$ cat config.mk
export PLATFORM = sky130hd
export DESIGN_NAME = alu_exec
export DESIGN_NICKNAME = d
export VERILOG_FILES = /design/src/rtl/alu_pkg.sv /design/src/rtl/alu_mul_iter.sv /design/src/rtl/alu_exec.sv
export SDC_FILE = /design/constraint.sdc
export NUM_CORES = 2
export LEC_CHECK = 0
export CAP_MARGIN = 10
export CORE_ASPECT_RATIO = 0.5
export CORE_MARGIN = 2
export CORE_UTILIZATION = 50
export CTS_CLUSTER_SIZE = 14
export DETAILED_ROUTE_END_ITERATION = 7
export PLACE_DENSITY_LB_ADDON = 0.08
export SYNTH_ARGS = -nofsm -noshare
export SYNTH_HDL_FRONTEND = slang
export SYNTH_SLANG_ARGS = --single-unit
$ cat constraint.sdc
create_clock -name clk_i -period 27 [get_ports clk_i]
set_input_delay 4.05 -clock clk_i [delete_from_list [all_inputs] [get_ports clk_i]]
set_output_delay 4.05 -clock clk_i [all_outputs]
set_load 0.02 [all_outputs]
$ cat src/rtl/alu_pkg.sv
// alu_pkg -- shared definitions for the alu_exec execution block.
//   DATA_W      : datapath width (32)
//   SHAMT_W     : shift-amount width (5), taken from operand B low bits
//   alu_ctrl_e  : ALU control code encoding
//   state_e     : control FSM states (only used when ALU_MUL_EN is defined)
//   alu_simple(): single-cycle result for every code except MUL
package alu_pkg;

   localparam int DATA_W  = 32;
   localparam int SHAMT_W = 5;

   typedef enum logic [2:0] {
      ALU_AND = 3'b000,
      ALU_XOR = 3'b001,
      ALU_SLL = 3'b010,
      ALU_SRA = 3'b011,
      ALU_SUB = 3'b100,
      ALU_MUL = 3'b101,
      ALU_ADD = 3'b110,
      ALU_RSV = 3'b111
   } alu_ctrl_e;

   typedef enum logic {
      ST_IDLE = 1'b0,
      ST_MUL  = 1'b1
   } state_e;

   // MUL and the reserved code both return zero here; the top substitutes
   // the real product for MUL in whichever way the build provides it.
   function automatic logic [DATA_W-1:0] alu_simple(
      input alu_ctrl_e         op,
      input logic [DATA_W-1:0] a,
      input logic [DATA_W-1:0] b
   );
      logic [SHAMT_W-1:0] sh;
      logic [DATA_W-1:0]  r;
      sh = b[SHAMT_W-1:0];
      r  = '0;
      case (op)
         ALU_AND: r = a & b;
         ALU_XOR: r = a ^ b;
         ALU_SLL: r = a << sh;
         ALU_SRA: r = DATA_W'($signed(a) >>> sh);
         ALU_SUB: r = a - b;
         ALU_ADD: r = a + b;
         default: r = '0;
      endcase
      return r;
   endfunction

endpackage

$ cat src/rtl/alu_mul_iter.sv
// alu_mul_iter -- 32-iteration shift-add multiplier (low 32 bits of A*B).
// Built only when ALU_MUL_EN is defined.
//   clk_i   : clock
//   rst_i   : synchronous active-high reset, aborts any run in progress
//   start_i : load operands and begin (counter cleared)
//   a_i/b_i : operands, sampled only when start_i is high
//   done_o  : high in the cycle whose rising edge performs the final iteration
//   prod_o  : product including that final iteration (valid while done_o)
module alu_mul_iter
   import alu_pkg::*;
(
   input  logic              clk_i,
   input  logic              rst_i,
   input  logic              start_i,
   input  logic [DATA_W-1:0] a_i,
   input  logic [DATA_W-1:0] b_i,
   output logic              done_o,
   output logic [DATA_W-1:0] prod_o
);

   logic [DATA_W-1:0]  mcand_q, mcand_d;
   logic [DATA_W-1:0]  mplier_q, mplier_d;
   logic [DATA_W-1:0]  acc_q, acc_d;
   logic [SHAMT_W-1:0] cnt_q, cnt_d;
   logic               busy_q, busy_d;
   logic [DATA_W-1:0]  partial;

   // Accumulator value after this cycle's iteration.
   assign partial = acc_q + (mplier_q[0] ? mcand_q : '0);
   // The last iteration runs with the counter at 31; its wrap to 0 is the finish.
   assign done_o  = busy_q && (cnt_q == SHAMT_W'(DATA_W - 1));
   assign prod_o  = partial;

   always_comb begin
      mcand_d  = mcand_q;
      mplier_d = mplier_q;
      acc_d    = acc_q;
      cnt_d    = cnt_q;
      busy_d   = busy_q;
      if (start_i) begin
         mcand_d  = a_i;
         mplier_d = b_i;
         acc_d    = '0;
         cnt_d    = '0;
         busy_d   = 1'b1;
      end else if (busy_q) begin
         acc_d    = partial;
         mcand_d  = mcand_q << 1;
         mplier_d = mplier_q >> 1;
         cnt_d    = cnt_q + 1'b1;
         if (done_o) begin
            busy_d = 1'b0;
         end
      end
   end

   always_ff @(posedge clk_i) begin
      if (rst_i) begin
         mcand_q  <= '0;
         mplier_q <= '0;
         acc_q    <= '0;
         cnt_q    <= '0;
         busy_q   <= 1'b0;
      end else begin
         mcand_q  <= mcand_d;
         mplier_q <= mplier_d;
         acc_q    <= acc_d;
         cnt_q    <= cnt_d;
         busy_q   <= busy_d;
      end
   end

endmodule

$ cat src/rtl/alu_exec.sv
// alu_exec -- registered ALU execution stage with valid/ready handshake.
// Build option: define ALU_MUL_EN for a 32-cycle iterative multiplier
// (alu_mul_iter); otherwise MUL is a single-cycle combinational multiply.
//   clk_i     : clock
//   rst_i     : synchronous active-high reset
//   valid_i   : request, accepted on an edge where valid_i && ready_o
//   ready_o   : block can accept a request this cycle
//   ALUCtrl_i : operation code (alu_pkg::alu_ctrl_e)
//   data1_i   : operand A
//   data2_i   : operand B (bits [4:0] are the shift amount)
//   data_o    : registered result, held until the next result
//   valid_o   : one-cycle pulse marking a new data_o/zero_o
//   zero_o    : registered (data_o == 0)
module alu_exec
   import alu_pkg::*;
(
   input  logic              clk_i,
   input  logic              rst_i,
   input  logic              valid_i,
   output logic              ready_o,
   input  logic [2:0]        ALUCtrl_i,
   input  logic [DATA_W-1:0] data1_i,
   input  logic [DATA_W-1:0] data2_i,
   output logic [DATA_W-1:0] data_o,
   output logic              valid_o,
   output logic              zero_o
);

   logic [DATA_W-1:0] data_q, data_d;
   logic              valid_q, valid_d;
   logic              zero_q, zero_d;
   logic              accept;
   alu_ctrl_e         op;

   assign op     = alu_ctrl_e'(ALUCtrl_i);
   assign accept = valid_i && ready_o;

`ifdef ALU_MUL_EN
   state_e            state_q, state_d;
   logic              mul_start;
   logic              mul_done;
   logic [DATA_W-1:0] mul_prod;

   assign ready_o = (state_q == ST_IDLE) && !rst_i;

   alu_mul_iter u_mul (
      .clk_i   (clk_i),
      .rst_i   (rst_i),
      .start_i (mul_start),
      .a_i     (data1_i),
      .b_i     (data2_i),
      .done_o  (mul_done),
      .prod_o  (mul_prod)
   );

   always_comb begin
      data_d    = data_q;
      valid_d   = 1'b0;
      state_d   = state_q;
      mul_start = 1'b0;
      if (accept) begin
         if (op == ALU_MUL) begin
            mul_start = 1'b1;
            state_d   = ST_MUL;
         end else begin
            data_d  = alu_simple(op, data1_i, data2_i);
            valid_d = 1'b1;
         end
      end else if (state_q == ST_MUL && mul_done) begin
         data_d  = mul_prod;
         valid_d = 1'b1;
         state_d = ST_IDLE;
      end
      zero_d = (data_d == '0);
   end

   always_ff @(posedge clk_i) begin
      if (rst_i) begin
         state_q <= ST_IDLE;
      end else begin
         state_q <= state_d;
      end
   end
`else
   assign ready_o = !rst_i;

   always_comb begin
      data_d  = data_q;
      valid_d = 1'b0;
      if (accept) begin
         if (op == ALU_MUL) begin
            data_d = data1_i * data2_i;
         end else begin
            data_d = alu_simple(op, data1_i, data2_i);
         end
         valid_d = 1'b1;
      end
      zero_d = (data_d == '0);
   end
`endif

   always_ff @(posedge clk_i) begin
      if (rst_i) begin
         data_q  <= '0;
         valid_q <= 1'b0;
         zero_q  <= 1'b1;
      end else begin
         data_q  <= data_d;
         valid_q <= valid_d;
         zero_q  <= zero_d;
      end
   end

   assign data_o  = data_q;
   assign valid_o = valid_q;
   assign zero_o  = zero_q;

endmodule

==> results.txt <==
The flow ran to the end, and the final reports show no timing, DRC or antenna violations. The wire length of the first global-routing pass came out at ~150,000 µm. The detailed router's first-iteration violation count is roughly 2,800. Data arrives at the worst endpoint at about 13 ns.

The chip width is roughly 320 µm. The net total in the final layout is 3,598. The largest fanout on the critical path is 23. The number of top-level design ports is 105.

The fraction of final layout cells with drive strength greater than 1 came out at about 6.6%. The post-cts hold buffer count came out at 0. The library cells used most frequently in the layout, excluding fill and tap cells, are 409 x sky130_fd_sc_hd__fa_1, 405 x sky130_fd_sc_hd__inv_1, 347 x sky130_fd_sc_hd__nand2_1, 307 x sky130_fd_sc_hd__and2_1, 187 x sky130_fd_sc_hd__ha_1. The worst register-to-register path ends at zero_o. The max-slew violation total from the final report is 0. Synthesis produced ~3,000 cells. In this run the most critical hold path is launched from data_o[2]. The setup TNS is 0 ns. The total via count after detailed routing is 22,600.

For this run, design rule violations remaining after detail routing come to 0. The library cell used most frequently in the layout, excluding fill and tap cells, is sky130_fd_sc_hd__fa_1. The H-tree depth is 2. The worst path needs approximately 13 ns of the cycle, external delays included.

After synthesis, the cell types taking the most area are sky130_fd_sc_hd__fa_1 33%, sky130_fd_sc_hd__ha_1 9.4%, sky130_fd_sc_hd__and2_1 7.7%. The final number of setup-violating endpoints is 0. The total global-route track usage came out at between 40% and 50%. Counting the fill cells in the layout gives 4,630. The latest clock arrival within the worst-skew pair came out at between 0.2 and 0.3 ns. In this run the post-CTS setup repair buffer count came out at 0. The worst slew slack as a fraction of its limit came out at 16.5%. The floorplan step set the die height to approximately 160 µm. The worst setup path is of the in -> reg kind. The number of max-capacitance violations reported is 0. The via count of the first global-routing pass was about 22,000. The overflow left after global routing came out at 0.

The count of distinct cell types in the synthesized netlist is 86. The clock sink total came out at 34. The Yosys step of the flow raised 0 warnings.

In this run the worst hold path is classified as reg -> reg. When the netlist entered floorplanning its net count stood at ~3,600. Dividing the detail-routed via count by the number of cells gives roughly 6.3. Timing analysis after detailed placement gives a worst setup slack of approximately 14 ns. For the worst setup path, the data required time is between 20 and 30 ns.

The clock transition time at the flip-flop clock pins of the worst setup and hold paths came out at 0.06 ns. The number of endpoints with negative hold slack in the final report is 0. The post-synthesis register bit count is 34. The kind of launch point of the worst setup path is an input port. The final worst setup slack is about 14 ns. Setup repair after global routing left no endpoint under its margin. The number of cell rows is 57.

The detailed-router iteration count before antenna repair is 6. The maximum clock skew at final layout is between 0.003 and 0.004 ns. The share of the clock period used by the worst path came out at around 46%. The number of gates resized after CTS was 0. The largest net degree at the start of global routing came out at between 60 and 70.

The average wire per cell in the routed design came out at slightly below 30 µm. In this run the cell area of the synthesized design comes to 24,800 µm². The number of antenna violations at the first check in global routing was 10. The number of nets with antenna violations after detailed routing came out at 0. The startpoint of the worst-slack reg-to-reg timing path is data_o[10]. TritonCTS built the clock tree.

After floorplanning, the core was sized to cover 48,800 µm². The deepest clock path buffer count is 2. The global placement routability congestion is ~1.0. The number of cells on the worst reg-to-reg path is 10. Each instance of the synthesized netlist takes up on average between 8 and 9 µm². The count of buffers added on input and output ports is 104. The worst setup path is captured at a flip-flop. The cell depth of the worst hold path came out at 2. sky130_fd_sc_hd__fa_1 takes more of the synthesized area than any other cell.

The timing-limited maximum frequency came out at between 70 and 80 MHz. The synthesized design devotes to its leading area cell type 33.0% of total area. The HPWL after detailed placement came out at slightly below 80,000 µm.

The die footprint came out at 51,600 µm². The total CTS buffers is 5. The measured slew at the worst slew-check pin came out at about 1.2 ns.

The effective utilization at floorplan is between 50% and 60%. The master cell of the clock root buffer is sky130_fd_sc_hd__clkbuf_16. The part of the Yosys area used for sequential elements is roughly 2.7%. The destination of the worst hold path is data_o[2]. For this run, asynchronously set or reset flops after synthesis account for 0%. For flop-to-flop paths, the worst setup slack is 24.11 ns.

In this run, synthesis inferred 0 flip-flops with an integrated enable. The prevailing post-synth register cell is sky130_fd_sc_hd__dfxtp_1. The layout overhead on the synthesized area is 6.70%. After detailed routing, the total wire length is slightly above 100,000 µm.
-- worst max-delay path: stages --
cell	delay, ns
sky130_fd_sc_hd__clkdlybuf4s50_1	0.45
sky130_fd_sc_hd__buf_4	0.35
sky130_fd_sc_hd__inv_1	0.15
sky130_fd_sc_hd__nor2_1	0.21
sky130_fd_sc_hd__fa_1	0.42
sky130_fd_sc_hd__inv_1	0.08
sky130_fd_sc_hd__fa_1	0.43
sky130_fd_sc_hd__fa_1	0.53
sky130_fd_sc_hd__fa_1	0.55
sky130_fd_sc_hd__inv_1	0.05
sky130_fd_sc_hd__fa_1	0.53
sky130_fd_sc_hd__inv_1	0.07
sky130_fd_sc_hd__fa_1	0.54
sky130_fd_sc_hd__inv_1	0.05
sky130_fd_sc_hd__fa_1	0.38
sky130_fd_sc_hd__fa_1	0.50
sky130_fd_sc_hd__ha_1	0.38
sky130_fd_sc_hd__a21o_1	0.21
sky130_fd_sc_hd__a21oi_1	0.21
sky130_fd_sc_hd__o21bai_1	0.16
sky130_fd_sc_hd__a2111oi_0	0.57
sky130_fd_sc_hd__o41a_1	0.29
sky130_fd_sc_hd__nand3_1	0.09
sky130_fd_sc_hd__a21o_1	0.20
sky130_fd_sc_hd__xnor2_1	0.56
sky130_fd_sc_hd__o211ai_1	0.18
sky130_fd_sc_hd__nor4_1	0.30
sky130_fd_sc_hd__a41o_1	0.21
-- worst max path at each step --
stage / depth (start not counted) / to / slack, ns / start
2_1_floorplan: 32 / zero_o / 14.64 / data2_i[3]
3_3_place_gp: 26 / zero_o / 14.48 / data2_i[12]
3_5_place_dp: 26 / zero_o / 14.43 / data2_i[12]
4_1_cts: 26 / zero_o / 14.66 / data2_i[12]
5_1_grt: 28 / zero_o / 13.99 / data1_i[16]
6_report: 28 / zero_o / 14.48 / data1_i[16]
-- state kept, by name, summed over array words and instances, names as in the netlist --
signal and count:
data_o 32, zero_o 1, valid_o 1
-- per-stage QoR --
stage               instances  util [%]  area, µm²  hold WS (ns)
finish                   3585      54.3      26500         0.505
global route             3580      54.3      26500         0.534
CTS                      3580      54.3      26500         0.500
detailed placement       3574      54.0      26400         0.494
global placement         3574      54.0      26400         0.478
floorplan                2953         -      24800         0.558
-- cell type report --
type / count / area [µm²] / share of cell area (%)
inverter: 409 / 1540 / 5.79
timing repair buffer: 184 / 1620 / 6.11
tap: 649 / 812 / 3.06
multi-input combinational: 2298 / 21700 / 81.9
sequential: 34 / 681 / 2.57
clock buffer: 6 / 139 / 0.524
antenna: 5 / 12.5 / 0.0472
-- cell usage after synthesis, types with 7 or more instances --
master and n:
sky130_fd_sc_hd__mux2i_1 87, sky130_fd_sc_hd__a21o_1 17, sky130_fd_sc_hd__nor2b_1 9, sky130_fd_sc_hd__xnor2_1 86, sky130_fd_sc_hd__o31ai_1 10, sky130_fd_sc_hd__nand3_1 35
sky130_fd_sc_hd__a211oi_1 23, sky130_fd_sc_hd__a311oi_1 7, sky130_fd_sc_hd__nor2_1 146, sky130_fd_sc_hd__nand4_1 9, sky130_fd_sc_hd__mux2_2 35, sky130_fd_sc_hd__buf_1 11
sky130_fd_sc_hd__mux4_2 48, sky130_fd_sc_hd__a31oi_1 21, sky130_fd_sc_hd__buf_4 7, sky130_fd_sc_hd__o21bai_1 10, sky130_fd_sc_hd__a2111oi_0 8, sky130_fd_sc_hd__clkbuf_1 164
sky130_fd_sc_hd__or2_2 9, sky130_fd_sc_hd__nor3_1 29, sky130_fd_sc_hd__o21a_1 15, sky130_fd_sc_hd__fa_1 409, sky130_fd_sc_hd__and3_1 14, sky130_fd_sc_hd__nor3b_1 8
sky130_fd_sc_hd__o211ai_1 20, sky130_fd_sc_hd__and2_1 307, sky130_fd_sc_hd__nand2_1 347, sky130_fd_sc_hd__ha_1 187, sky130_fd_sc_hd__dfxtp_1 34, sky130_fd_sc_hd__xor2_1 38
sky130_fd_sc_hd__or3_1 10, sky130_fd_sc_hd__o221ai_1 15, sky130_fd_sc_hd__o22ai_1 21, sky130_fd_sc_hd__o21ai_0 104, sky130_fd_sc_hd__nor4_1 12, sky130_fd_sc_hd__a21oi_1 90
sky130_fd_sc_hd__buf_2 21, sky130_fd_sc_hd__nand2b_1 15, sky130_fd_sc_hd__o32ai_1 7, sky130_fd_sc_hd__inv_1 405
-- routing by layer --
metal / global-route usage, % / wire, µm / vias to the layer above
met4: 11.4 / 3290 / 4
li1: - / - / 9594
met1: 60.5 / 46100 / 11300
met5: 0 / 22 / -
met3: 16.6 / 15700 / 191
met2: 52.7 / 38200 / 1461
-- cell families after synthesis --
kind of cell	count (synthesis)	share of synthesized area, %
simple gates	974	19.5
buf+inv	621	9.90
mux	173	9.71
fa+ha+maj	596	42.4
compound gates	431	11.4
flops	34	2.74
xor+xnor	124	4.37
Power is not shown: default switching activity piles up to over one toggle a cycle in this logic, so the estimate is an artifact.
